### config.mk
export PLATFORM = sky130hd
export DESIGN_NAME = key_mem_ctrl
export DESIGN_NICKNAME = d
export VERILOG_FILES = /design/src/rtl/key_mem_ctrl.sv
export SDC_FILE = /design/constraint.sdc
export NUM_CORES = 1
export LEC_CHECK = 0
export CAP_MARGIN = 40
export CORE_ASPECT_RATIO = 1.75
export CORE_UTILIZATION = 41
export DETAILED_ROUTE_END_ITERATION = 6
export GPL_TIMING_DRIVEN = 1
export PLACE_DENSITY = 0.62
export SLEW_MARGIN = 20
export SYNTH_ARGS = -nofsm -noshare
export SYNTH_HDL_FRONTEND = slang
export SYNTH_SLANG_ARGS = --single-unit
### constraint.sdc
create_clock -name clk -period 3.44 [get_ports clk]
set_clock_uncertainty 0.1 [all_clocks]
set_input_delay 0.516 -clock clk [delete_from_list [all_inputs] [get_ports clk]]
set_output_delay 0.516 -clock clk [all_outputs]
set_load 0.02 [all_outputs]
### src/rtl/key_mem_ctrl.sv
// Key-driven byte memory controller: sequences write, read and clear-all operations
// on an internal array. Optional macro KEY_MEM_AUTOINC_EN advances addr after WRITE/READ.
module key_mem_ctrl #(
    parameter int AW = 4,
    parameter int DW = 8
) (
    input  logic          clk,
    input  logic          rst,
    input  logic          cmd_wr,
    input  logic          cmd_rd,
    input  logic          cmd_clr,
    input  logic          cmd_addr,
    input  logic [DW-1:0] sw,
    output logic [AW-1:0] addr,
    output logic [DW-1:0] rdata,
    output logic          busy,
    output logic          done
);

    typedef enum logic [1:0] {IDLE, WRITE, READ, CLEAR} state_t;

`ifdef KEY_MEM_AUTOINC_EN
    localparam bit AUTOINC = 1'b1;
`else
    localparam bit AUTOINC = 1'b0;
`endif

    localparam logic [AW-1:0] LAST_LOC = '1;

    state_t        state_q, state_d;
    logic [AW-1:0] addr_q, addr_d;
    logic [AW-1:0] sweep_q, sweep_d;
    logic [DW-1:0] rdata_q, rdata_d;
    logic [DW-1:0] wdata_q, wdata_d;
    logic          done_q, done_d;

    logic          mem_we;
    logic [AW-1:0] mem_waddr;
    logic [DW-1:0] mem_wdata;
    logic [DW-1:0] mem [0:(1<<AW)-1];

    always_comb begin
        state_d   = state_q;
        addr_d    = addr_q;
        sweep_d   = sweep_q;
        rdata_d   = rdata_q;
        wdata_d   = wdata_q;
        done_d    = 1'b0;
        mem_we    = 1'b0;
        mem_waddr = addr_q;
        mem_wdata = wdata_q;

        case (state_q)
            IDLE: begin
                // Only the highest-priority command acts; the rest are dropped.
                if (cmd_clr) begin
                    state_d = CLEAR;
                    rdata_d = '0;
                    sweep_d = '0;
                end else if (cmd_addr) begin
                    addr_d = sw[AW-1:0];
                end else if (cmd_wr) begin
                    wdata_d = sw;
                    state_d = WRITE;
                end else if (cmd_rd) begin
                    state_d = READ;
                end
            end
            WRITE: begin
                mem_we  = 1'b1;
                state_d = IDLE;
                done_d  = 1'b1;
                if (AUTOINC) addr_d = addr_q + AW'(1);
            end
            READ: begin
                rdata_d = mem[addr_q];
                state_d = IDLE;
                done_d  = 1'b1;
                if (AUTOINC) addr_d = addr_q + AW'(1);
            end
            CLEAR: begin
                mem_we    = 1'b1;
                mem_waddr = sweep_q;
                mem_wdata = '0;
                sweep_d   = sweep_q + AW'(1);
                if (sweep_q == LAST_LOC) begin
                    state_d = IDLE;
                    done_d  = 1'b1;
                end
            end
            default: state_d = IDLE;
        endcase
    end

    // Storage is never reset; a reset edge only suppresses the pending write.
    always_ff @(posedge clk) begin
        if (mem_we && !rst) begin
            mem[mem_waddr] <= mem_wdata;
        end
    end

    always_ff @(posedge clk) begin
        if (rst) begin
            state_q <= IDLE;
            addr_q  <= '0;
            sweep_q <= '0;
            rdata_q <= '0;
            wdata_q <= '0;
            done_q  <= 1'b0;
        end else begin
            state_q <= state_d;
            addr_q  <= addr_d;
            sweep_q <= sweep_d;
            rdata_q <= rdata_d;
            wdata_q <= wdata_d;
            done_q  <= done_d;
        end
    end

    assign addr  = addr_q;
    assign rdata = rdata_q;
    assign busy  = (state_q != IDLE);
    assign done  = done_q;

endmodule
---- Yosys cells after proc, flatten, opt, wreduce, memory -nomap -nowiden ----
Memories as Yosys holds them, arrays and structs flattened. A register that Yosys moved wholly into a read port is not among the register bits.
Cells that the tools add are included.
storage, ports and cells
  memory bits (read-only) ................. 0
  memory bits (writable) .................. 128
  bits in registers ....................... 27
  bits in latches ......................... 0
  logic and storage cells ................. 50
  input port bits ......................... 14
  memories kept ........................... 1
memories
  memory  depth  bits a word  rd ports  clocked after memory_dff  wr ports  RTL line  source
  mem     16     8            1         1                         1         40        logic [DW-1:0] mem [0:(1<<AW)-1];
cells by class
  shift-type cells ........................ 0
  equality and inequality tests ........... 8
  reductions and logical operators ........ 13
  $lt $le $gt $ge ......................... 0
  bitwise gates (word level) .............. 2
  muxes and demuxes ....................... 19
  add/subtract/negate cells ............... 1
  divide/modulo/power cells ............... 0
  multiply operators ...................... 0
operator list
  cell                   number
  $mux W4                4
  $mux W8                2
  $pmux W8 S2            1
  $mux W2                5
  $pmux W4 S2            1
  $pmux W2 S3            1
  $reduce_and A3 Y1      2
  $reduce_bool A2 Y1     3
  $add A4 B1 Y4 const B  1
  $eq A2 B2 Y1 const B   2
  $eq A4 B4 Y1 const B   1
  $mux W1                4
  $ne A2 B2 Y1 const B   2
  $ne A4 B4 Y1 const B   1
  $reduce_and A2 Y1      2
  $reduce_and A4 Y1      1
  $reduce_or A2 Y1       2
  $ne A3 B3 Y1 const B   1
  $eq A2 B1 Y1 const B   1
  $logic_not A2 Y1       1
  $not A1 Y1             2
  $pmux W1 S2            1
  $logic_and A1 B1 Y1    1
  $logic_not A1 Y1       1

---- Logic depth before layout (Yosys ltp) ----
Gate-level depths: netlist of the first run.
  word-level depth ........................ 6
  gate-level depth with buffers ........... 7
  gate-level depth less buffers ........... 6

---- Least setup slack after synthesis of the first run ----
Ideal clock, no wire load.
  kind .................................... register to register
  start ................................... register state_q[0]
  end ..................................... memory mem[10][0] (enable)
  data required time ...................... 2.970 ns
  cell stages (with the launch flop) ...... 7
  path buffers ............................ 1
  library setup time ...................... 0.370 ns
  slack ................................... 1.385 ns
  arrival time ............................ 1.585 ns
  clock period less this slack ............ 2.055 ns
  cells stage by stage .................... dfxtp_1 -> ha_1 -> clkbuf_1 -> nand2_1 -> o21ai_0 -> nand2_1 -> nor2_1
between the ends
  cells in the longest elaborated chain, start to end .. 6
RTL lines
  item                                                 RTL line  source
  from (decl)                                          30        state_t state_q, state_d;
  from (signal assigned)                               111       state_q <= state_d;
  $eq A2 B2 Y1 / $eq A2 B1 Y1 (equally long branches)  53        case (state_q)
  $reduce_or A2 Y1 (no source line)                    --
  $mux W1                                              53
  $logic_and A1 B1 Y1                                  97        if (mem_we && !rst) begin
  $mux W1                                              97
  $mux W1 (implied by the code)                        98        mem[mem_waddr] <= mem_wdata;
  to (decl)                                            40
Several ways; a longest one is shown, not always the timed one.

---- Final worst setup path of the first run ----
  start ................................... register state_q[0]
  end ..................................... memory mem[8][6] (enable)
The elaborated chain is that of the path after synthesis.

==> results of run 1 <==
power by group:
| group | internal (W) | switching [W] | leakage (nW) | total, W |
|---|---|---|---|---|
| Sequential | 0.00211 | 0.0000378 | 1.30 | 0.00214 |
| Clock | 0.000962 | 0.000820 | 0.269 | 0.00178 |
| Combinational | 0.000158 | 0.000186 | 0.743 | 0.000344 |
cell usage after synthesis:
cell / number / area (um^2)
sky130_fd_sc_hd__a21o_1: 3 / 22.5
sky130_fd_sc_hd__a21oi_1: 9 / 45.0
sky130_fd_sc_hd__a22oi_1: 9 / 67.6
sky130_fd_sc_hd__a31oi_1: 4 / 25.0
sky130_fd_sc_hd__a32oi_1: 2 / 17.5
sky130_fd_sc_hd__a41oi_1: 1 / 8.76
sky130_fd_sc_hd__and3_1: 1 / 6.26
sky130_fd_sc_hd__buf_12: 1 / 20.0
sky130_fd_sc_hd__buf_2: 4 / 20.0
sky130_fd_sc_hd__buf_4: 1 / 7.51
sky130_fd_sc_hd__buf_6: 1 / 11.3
sky130_fd_sc_hd__buf_8: 1 / 15.0
sky130_fd_sc_hd__clkbuf_1: 6 / 22.5
sky130_fd_sc_hd__dfxtp_1: 31 / 621
sky130_fd_sc_hd__edfxtp_1: 128 / 3840
sky130_fd_sc_hd__ha_1: 7 / 87.6
sky130_fd_sc_hd__inv_1: 7 / 26.3
sky130_fd_sc_hd__mux2_2: 9 / 101
sky130_fd_sc_hd__mux2i_1: 17 / 170
sky130_fd_sc_hd__mux4_1: 19 / 499
sky130_fd_sc_hd__mux4_2: 13 / 293
sky130_fd_sc_hd__nand2_1: 15 / 56.3
sky130_fd_sc_hd__nand2b_1: 2 / 12.5
sky130_fd_sc_hd__nand3_1: 5 / 25.0
sky130_fd_sc_hd__nand3b_1: 1 / 7.51
sky130_fd_sc_hd__nand4b_1: 1 / 8.76
sky130_fd_sc_hd__nor2_1: 28 / 105
sky130_fd_sc_hd__nor2b_1: 12 / 75.1
sky130_fd_sc_hd__nor3_1: 3 / 15.0
sky130_fd_sc_hd__nor3_4: 1 / 16.3
sky130_fd_sc_hd__nor3b_1: 3 / 22.5
sky130_fd_sc_hd__nor4b_2: 1 / 15.0
sky130_fd_sc_hd__o211ai_1: 1 / 7.51
sky130_fd_sc_hd__o21ai_0: 7 / 35.0
sky130_fd_sc_hd__o21ai_1: 6 / 30.0
sky130_fd_sc_hd__o21bai_1: 1 / 7.51
per-stage QoR:
step | cells | hold slack [ps] | utilization
after floorplan | 361 | 352 | -
after global placement | 577 | 369 | 0.460
after detailed placement | 578 | 387 | 0.461
after CTS | 610 | 403 | 0.499
after global routing | 612 | 418 | 0.500
final | 612 | 396 | 0.500
final timing paths:
path,to,slack [ps]
worst min register to register,wdata_q[6]$_SDFFE_PP0P_,400
worst min-delay path,wdata_q[6]$_SDFFE_PP0P_,400
worst max-delay path,mem[8][6]$_DFFE_PP_,680
worst max register to register,mem[8][6]$_DFFE_PP_,680
flip-flops by register name, summed over array words and instances, names as in the netlist, named ones only:
register  cells
rdata         8
sweep_q       4
state_q       2
addr          4
wdata_q       8
done          1
mem         128
critical path: cells and delay by family, from the launching register on:
kind,cells,cell delay (ps)
flip-flops,1,400
multiplexers,1,290
AND/OR/NAND/NOR,3,900
adder cells (fa/ha/maj),1,700
cells by family (layout without fill, tap and decap cells):
logic type	Yosys count	after routing
DFF	159	159
buffers and inverters	21	89
adders and majority gates	7	7
muxes	58	58
and+or+nand+nor	73	73
AOI/OAI and AO/OA	43	43
layer usage:
layer  up-vias  share of wire  wire length, um
li1       1551              -                -
met1      1702           0.35             4710
met2        97           0.58             7810
met3        19          0.040              534
met4         0          0.028              374
met5         -              0                0
area by class of cell:
type,instances,share of cell area
clock buffer,17,0.0565
inverter,7,0.00349
tap,183,0.0304
timing repair buffer,50,0.0599
clock inverter,15,0.0195
multi-input combinational,181,0.237
sequential,159,0.593
==> impl_summary.txt, run 1 <==
----------------------------------------------------
[Synth]
  Compound-gate portion of the synthesized area ... 0.0418
  Mean post-synth cell area ... 17.6 um^2
  Sequential-to-total area share from yosys stat ... 0.701
  Number of instances in the synthesized netlist ... 361
  Area share of fa/ha/maj cells after synthesis ... 0.0137
  Syn. warnings ... 0
  Share of the synthesized netlist area taken by xor and xnor gates ... 0
  Netlist cell types ... 36
  Number of synthesized register bits ... 159
  Combinational family with the most area after synthesis ... multiplexers
  Simple-gate portion of the synthesized area ... 0.0574
  Multiplexer fraction of the synthesized cell area ... 0.167
  Summed instance area of the synthesized netlist ... 0.00637 mm^2
  Post-Synthesis Net Count ... 382

[STA]
  Count of final hold-check violations ... 0
  Clock period minus final worst setup slack ... 2760 ps
  Crit share post-route ... 0.802
  Final setup fails ... 0
  Max-slew headroom ... 0.472
  RSZ-0062 raised after global routing ... no
  Number of pins exceeding their max-slew limit in the final report ... 0
  Fmax ... 363 MHz
  Final total negative setup slack ... 0 ps
  Slew at the pin closest to its max-slew limit ... 788 ps
  Final worst slack ... 682 ps

[Global routing]
  Most crowded layer after global routing ... met2
  Global-route wire length before repair ... 20,400 um
  Met3 GRT Util ... 0.0384
  Via count of the first global-routing pass ... 3,407
  Met1 layer usage reported by global route ... 0.202
  Grt total ovfl ... 0
  Global-route usage over all layers ... 0.185
  Pin count of the biggest net entering global routing ... 25
  Met2 GRT Util ... 0.338
  Antenna violations before repair ... 0

[Detailed routing]
  Via density per instance ... 5.50
  WL/cell ... 21.9 um
  Final routed DRC violation total ... 0
  Count of TritonRoute iterations in the first routing pass ... 4
  ANT nets after route ... 0
  Total wirelength of the detailed-routed design ... 13,400 um
  Via count ... 3,369
  Iter 0 DRT Violations ... 275

[Cells and area]
  Antenna diode count ... 0
  Top library cells by usage in the layout, fill and taps aside ... sky130_fd_sc_hd__edfxtp_1, sky130_fd_sc_hd__dfxtp_1, sky130_fd_sc_hd__nor2_1, sky130_fd_sc_hd__clkdlybuf4s50_1, sky130_fd_sc_hd__buf_4
  Post-route cell area ... 0.00753 mm^2
  Final net count ... 437
  Most common library cell in the layout ignoring fill and taps ... sky130_fd_sc_hd__edfxtp_1
  Combined area of the multi-input logic cells ... 0.00178 mm^2
  Layout overhead on the synthesized area ... 18.1%
  Final-layout fill cell count ... 1,277
  Share of layout cells above drive strength 1 ... 0.186
  Storage element area ... 0.00447 mm^2

[Place]
  IO Port Bufs ... 27
  Total placed instance area ... 0.00694 mm^2
  Minimum setup slack after placement ... 662 ps
  Final HPWL from detailed placement ... 9480 um
  Final RePlAce weighted congestion ... 0.872

[Setup path]
  Startpoint of the worst setup timing path ... state_q[0]$_SDFFE_PP0P_
  Slowest cell on the critical path ... sky130_fd_sc_hd__ha_1
  Element type at the critical path end ... flop
  CP arrival ... 2710 ps
  Required time of the critical path ... 3390 ps
  Startpoint Class ... flop
  Cells along the critical path ... ha_1 -> mux2i_1 -> nor2b_1 -> nand2_1 -> nor2_1
  Worst r2r path cells ... 5
  Maximum fanout count along the critical path ... 24
  Worst setup path class ... reg2reg
  CP max stage delay ... 700 ps
  Startpoint of the lowest-slack register-to-register path ... state_q[0]$_SDFFE_PP0P_

[Status]
  Status ... finished, final reports clean

[Die]
  Horizontal die dimension ... 96.2 um
  DIE AREA ... 0.0161 mm^2
  Core Box Area ... 0.0151 mm^2
  FP Rows ... 59
  Top-Level Pins ... 28
  Initial Utilization ... 0.423
  Height of the chip ... 167 um

[Power]
  Power density cells ... 567 mW/mm^2
  Worst supply voltage drop on vdd ... 0.000372 V
  Leakage power total ... 2.32 nW
  Design Power ... 0.00427 W

[Clock network]
  Largest buffer count on any clock path ... 2
  Root buffer cell ... sky130_fd_sc_hd__clkbuf_16
  Clock sink count ... 159
  Number of buffers created by CTS ... 17
  Hold-fix buffers, CTS ... 0
  Post-CTS repair timing setup buffer count ... 0
  Register clock-pin slew on the reported worst setup and hold paths ... 70 ps
  CTS H-Tree Depth ... 4
  CTS tree ... built
  Clock network latency to the later pin of the worst-skew pair ... 420 ps
  Number of cells upsized or downsized after cts ... 0

[Min path]
  Hold path startpoint ... wdata_q[6]$_SDFFE_PP0P_
  Path category of the worst min-delay check ... reg2reg
  Cells on Worst Hold Path ... 2

[Run]
  MaxCap Viol Count ... 0

----------------------------------------------------
Power figures use the tool's default switching activity.
==> inputs of run 2 (changes only) <==
- clock period: 3.44 -> 2.6 ns (I/O delays scaled with it)
==> impl_summary.txt, run 2 (synthesis gave the netlist of run 1 again) <==
----------------------------------------------------
[STA]
  Final setup fails ... 0
  Clock period minus final worst setup slack ... 2400 ps
  Smallest hold slack ... 402 ps
  RSZ-0062 raised after global routing ... no
  Count of final hold-check violations ... 0
  Slew at the pin closest to its max-slew limit ... 802 ps
  Number of pins exceeding their max-slew limit in the final report ... 0
  Max-slew headroom ... 0.463
  Final worst slack ... 199 ps
  Crit share post-route ... 0.923
  Final total negative setup slack ... 0 ps
  Fmax ... 417 MHz

[Power]
  Internal Power ... 0.00447 W
  Switching Power ... 0.00129 W
  Relative contribution of sequential cells to total power ... 0.493
  Power density cells ... 751 mW/mm^2
  Net switching fraction of the power ... 0.223
  Leakage power total ... 2.41 nW
  Clock network fraction of total power ... 0.426
  Worst supply voltage drop on vdd ... 0.000544 V
  Fraction of power consumed by combinational cells ... 0.081
  Design Power ... 0.00575 W

[Run]
  MaxCap Viol Count ... 0

[Die]
  Horizontal die dimension ... 96.2 um
  Initial Utilization ... 0.423
  DIE AREA ... 0.0161 mm^2
  Top-Level Pins ... 28
  FP Rows ... 59
  Height of the chip ... 167 um
  Core Box Area ... 0.0151 mm^2

[Cells and area]
  Most common library cell in the layout ignoring fill and taps ... sky130_fd_sc_hd__edfxtp_1
  Largest Register ... mem
  Share of layout cells above drive strength 1 ... 0.214
  Layout overhead on the synthesized area ... 20.3%
  Final net count ... 451
  Top library cells by usage in the layout, fill and taps aside ... sky130_fd_sc_hd__edfxtp_1, sky130_fd_sc_hd__buf_4, sky130_fd_sc_hd__dfxtp_1, sky130_fd_sc_hd__nor2_1, sky130_fd_sc_hd__clkdlybuf4s50_1
  Antenna diode count ... 0
  Number of flip-flops under the largest register name ... 128

[Status]
  Status ... finished, final reports clean

[Place]
  Final HPWL from detailed placement ... 9430 um
  IO Port Bufs ... 27
  Minimum setup slack after placement ... 190 ps
  Final RePlAce weighted congestion ... 0.863

[Global routing]
  Global-route usage over all layers ... 0.184
  Grt total ovfl ... 0
  Via count of the first global-routing pass ... 3,584
  Pin count of the biggest net entering global routing ... 24
  Global-route wire length before repair ... 20,800 um
  Antenna violations before repair ... 0

[Detailed routing]
  WL/cell ... 21.1 um
  Final routed DRC violation total ... 0
  Total wirelength of the detailed-routed design ... 13,200 um
  ANT nets after route ... 0
  Via density per instance ... 5.50
  Iter 0 DRT Violations ... 222
  Via count ... 3,440
  Count of TritonRoute iterations in the first routing pass ... 4

[Setup path]
  Cells along the critical path ... inv_1 -> ha_1 -> inv_1 -> clkdlybuf4s50_1
  CP arrival ... 1910 ps
  Startpoint Class ... flop
  Slowest cell on the critical path ... sky130_fd_sc_hd__clkdlybuf4s50_1
  Required time of the critical path ... 2110 ps
  Crit path buffers/inverters ... 3
  Critical Path Most Common Cell ... sky130_fd_sc_hd__inv_1
  Worst setup path class ... reg2out
  Maximum fanout count along the critical path ... 6
  Cell type group with the largest total delay on the critical path ... buffers and inverters
  Element type at the critical path end ... primary output
  CP max stage delay ... 610 ps

[Clock network]
  CTS tree ... built
  Post-CTS repair timing setup buffer count ... 0
  CTS H-Tree Depth ... 4
  Hold-fix buffers, CTS ... 0
  Number of cells upsized or downsized after cts ... 0
  Number of buffers created by CTS ... 17
  Clock network latency to the later pin of the worst-skew pair ... 410 ps
  Root buffer cell ... sky130_fd_sc_hd__clkbuf_16
  Largest buffer count on any clock path ... 2
  Clock sink count ... 159
  Register clock-pin slew on the reported worst setup and hold paths ... 60 ps

[Min path]
  Path category of the worst min-delay check ... reg2reg

----------------------------------------------------
run 2: through the flow:
stage	utilization	cell area, um^2	instances
detailed placement	0.469	7060	593
finish	0.509	7660	626
global route	0.509	7660	626
global placement	0.467	7030	590
CTS	0.508	7650	625
floorplan	-	6370	361
run 2: metal layers:
metal | wire [um] | part of all wire | GRT usage | vias to the layer above
met5 | 0 | 0 | 0 | -
met4 | 224 | 0.017 | 0.0578 | 0
met3 | 408 | 0.031 | 0.0429 | 19
met2 | 7420 | 0.56 | 0.326 | 95
met1 | 5160 | 0.39 | 0.213 | 1747
li1 | - | - | - | 1579
run 2: worst paths after layout:
path	to	slack [ps]	startpoint	depth (start not counted)
hold / removal	rdata[6]$_SDFFE_PP0P_	400	rdata[6]$_SDFFE_PP0P_	2
setup reg to reg	mem[7][1]$_DFFE_PP_	220	state_q[0]$_SDFFE_PP0P_	5
hold reg to reg	rdata[6]$_SDFFE_PP0P_	400	rdata[6]$_SDFFE_PP0P_	2
setup / recovery	busy	200	state_q[0]$_SDFFE_PP0P_	4
run 2: power groups by stage:
stage / logic, W / clock network (W) / registers [W]
6_report: 0.000466 / 0.00245 / 0.00283
4_1_cts: 0.000471 / 0.00249 / 0.00284
2_1_floorplan: 0.000281 / 0 / 0.00289
5_1_grt: 0.000507 / 0.00260 / 0.00284
3_5_place_dp: 0.000468 / 0 / 0.00289
3_3_place_gp: 0.000462 / 0 / 0.00289
run 2: final cells by class:
type | count | area (um^2)
clock buffer | 18 | 439
clock inverter | 14 | 155
fill | 1266 | 7400
inverter | 7 | 26.3
multi-input combinational | 181 | 1790
sequential | 159 | 4470
tap | 183 | 229
timing repair buffer | 64 | 561
run 2: tightest hold or removal path, stage by stage, from the launching register on:
cell and delay (ps):
sky130_fd_sc_hd__dfxtp_1 330, sky130_fd_sc_hd__a22oi_1 80, sky130_fd_sc_hd__o21ai_1 60
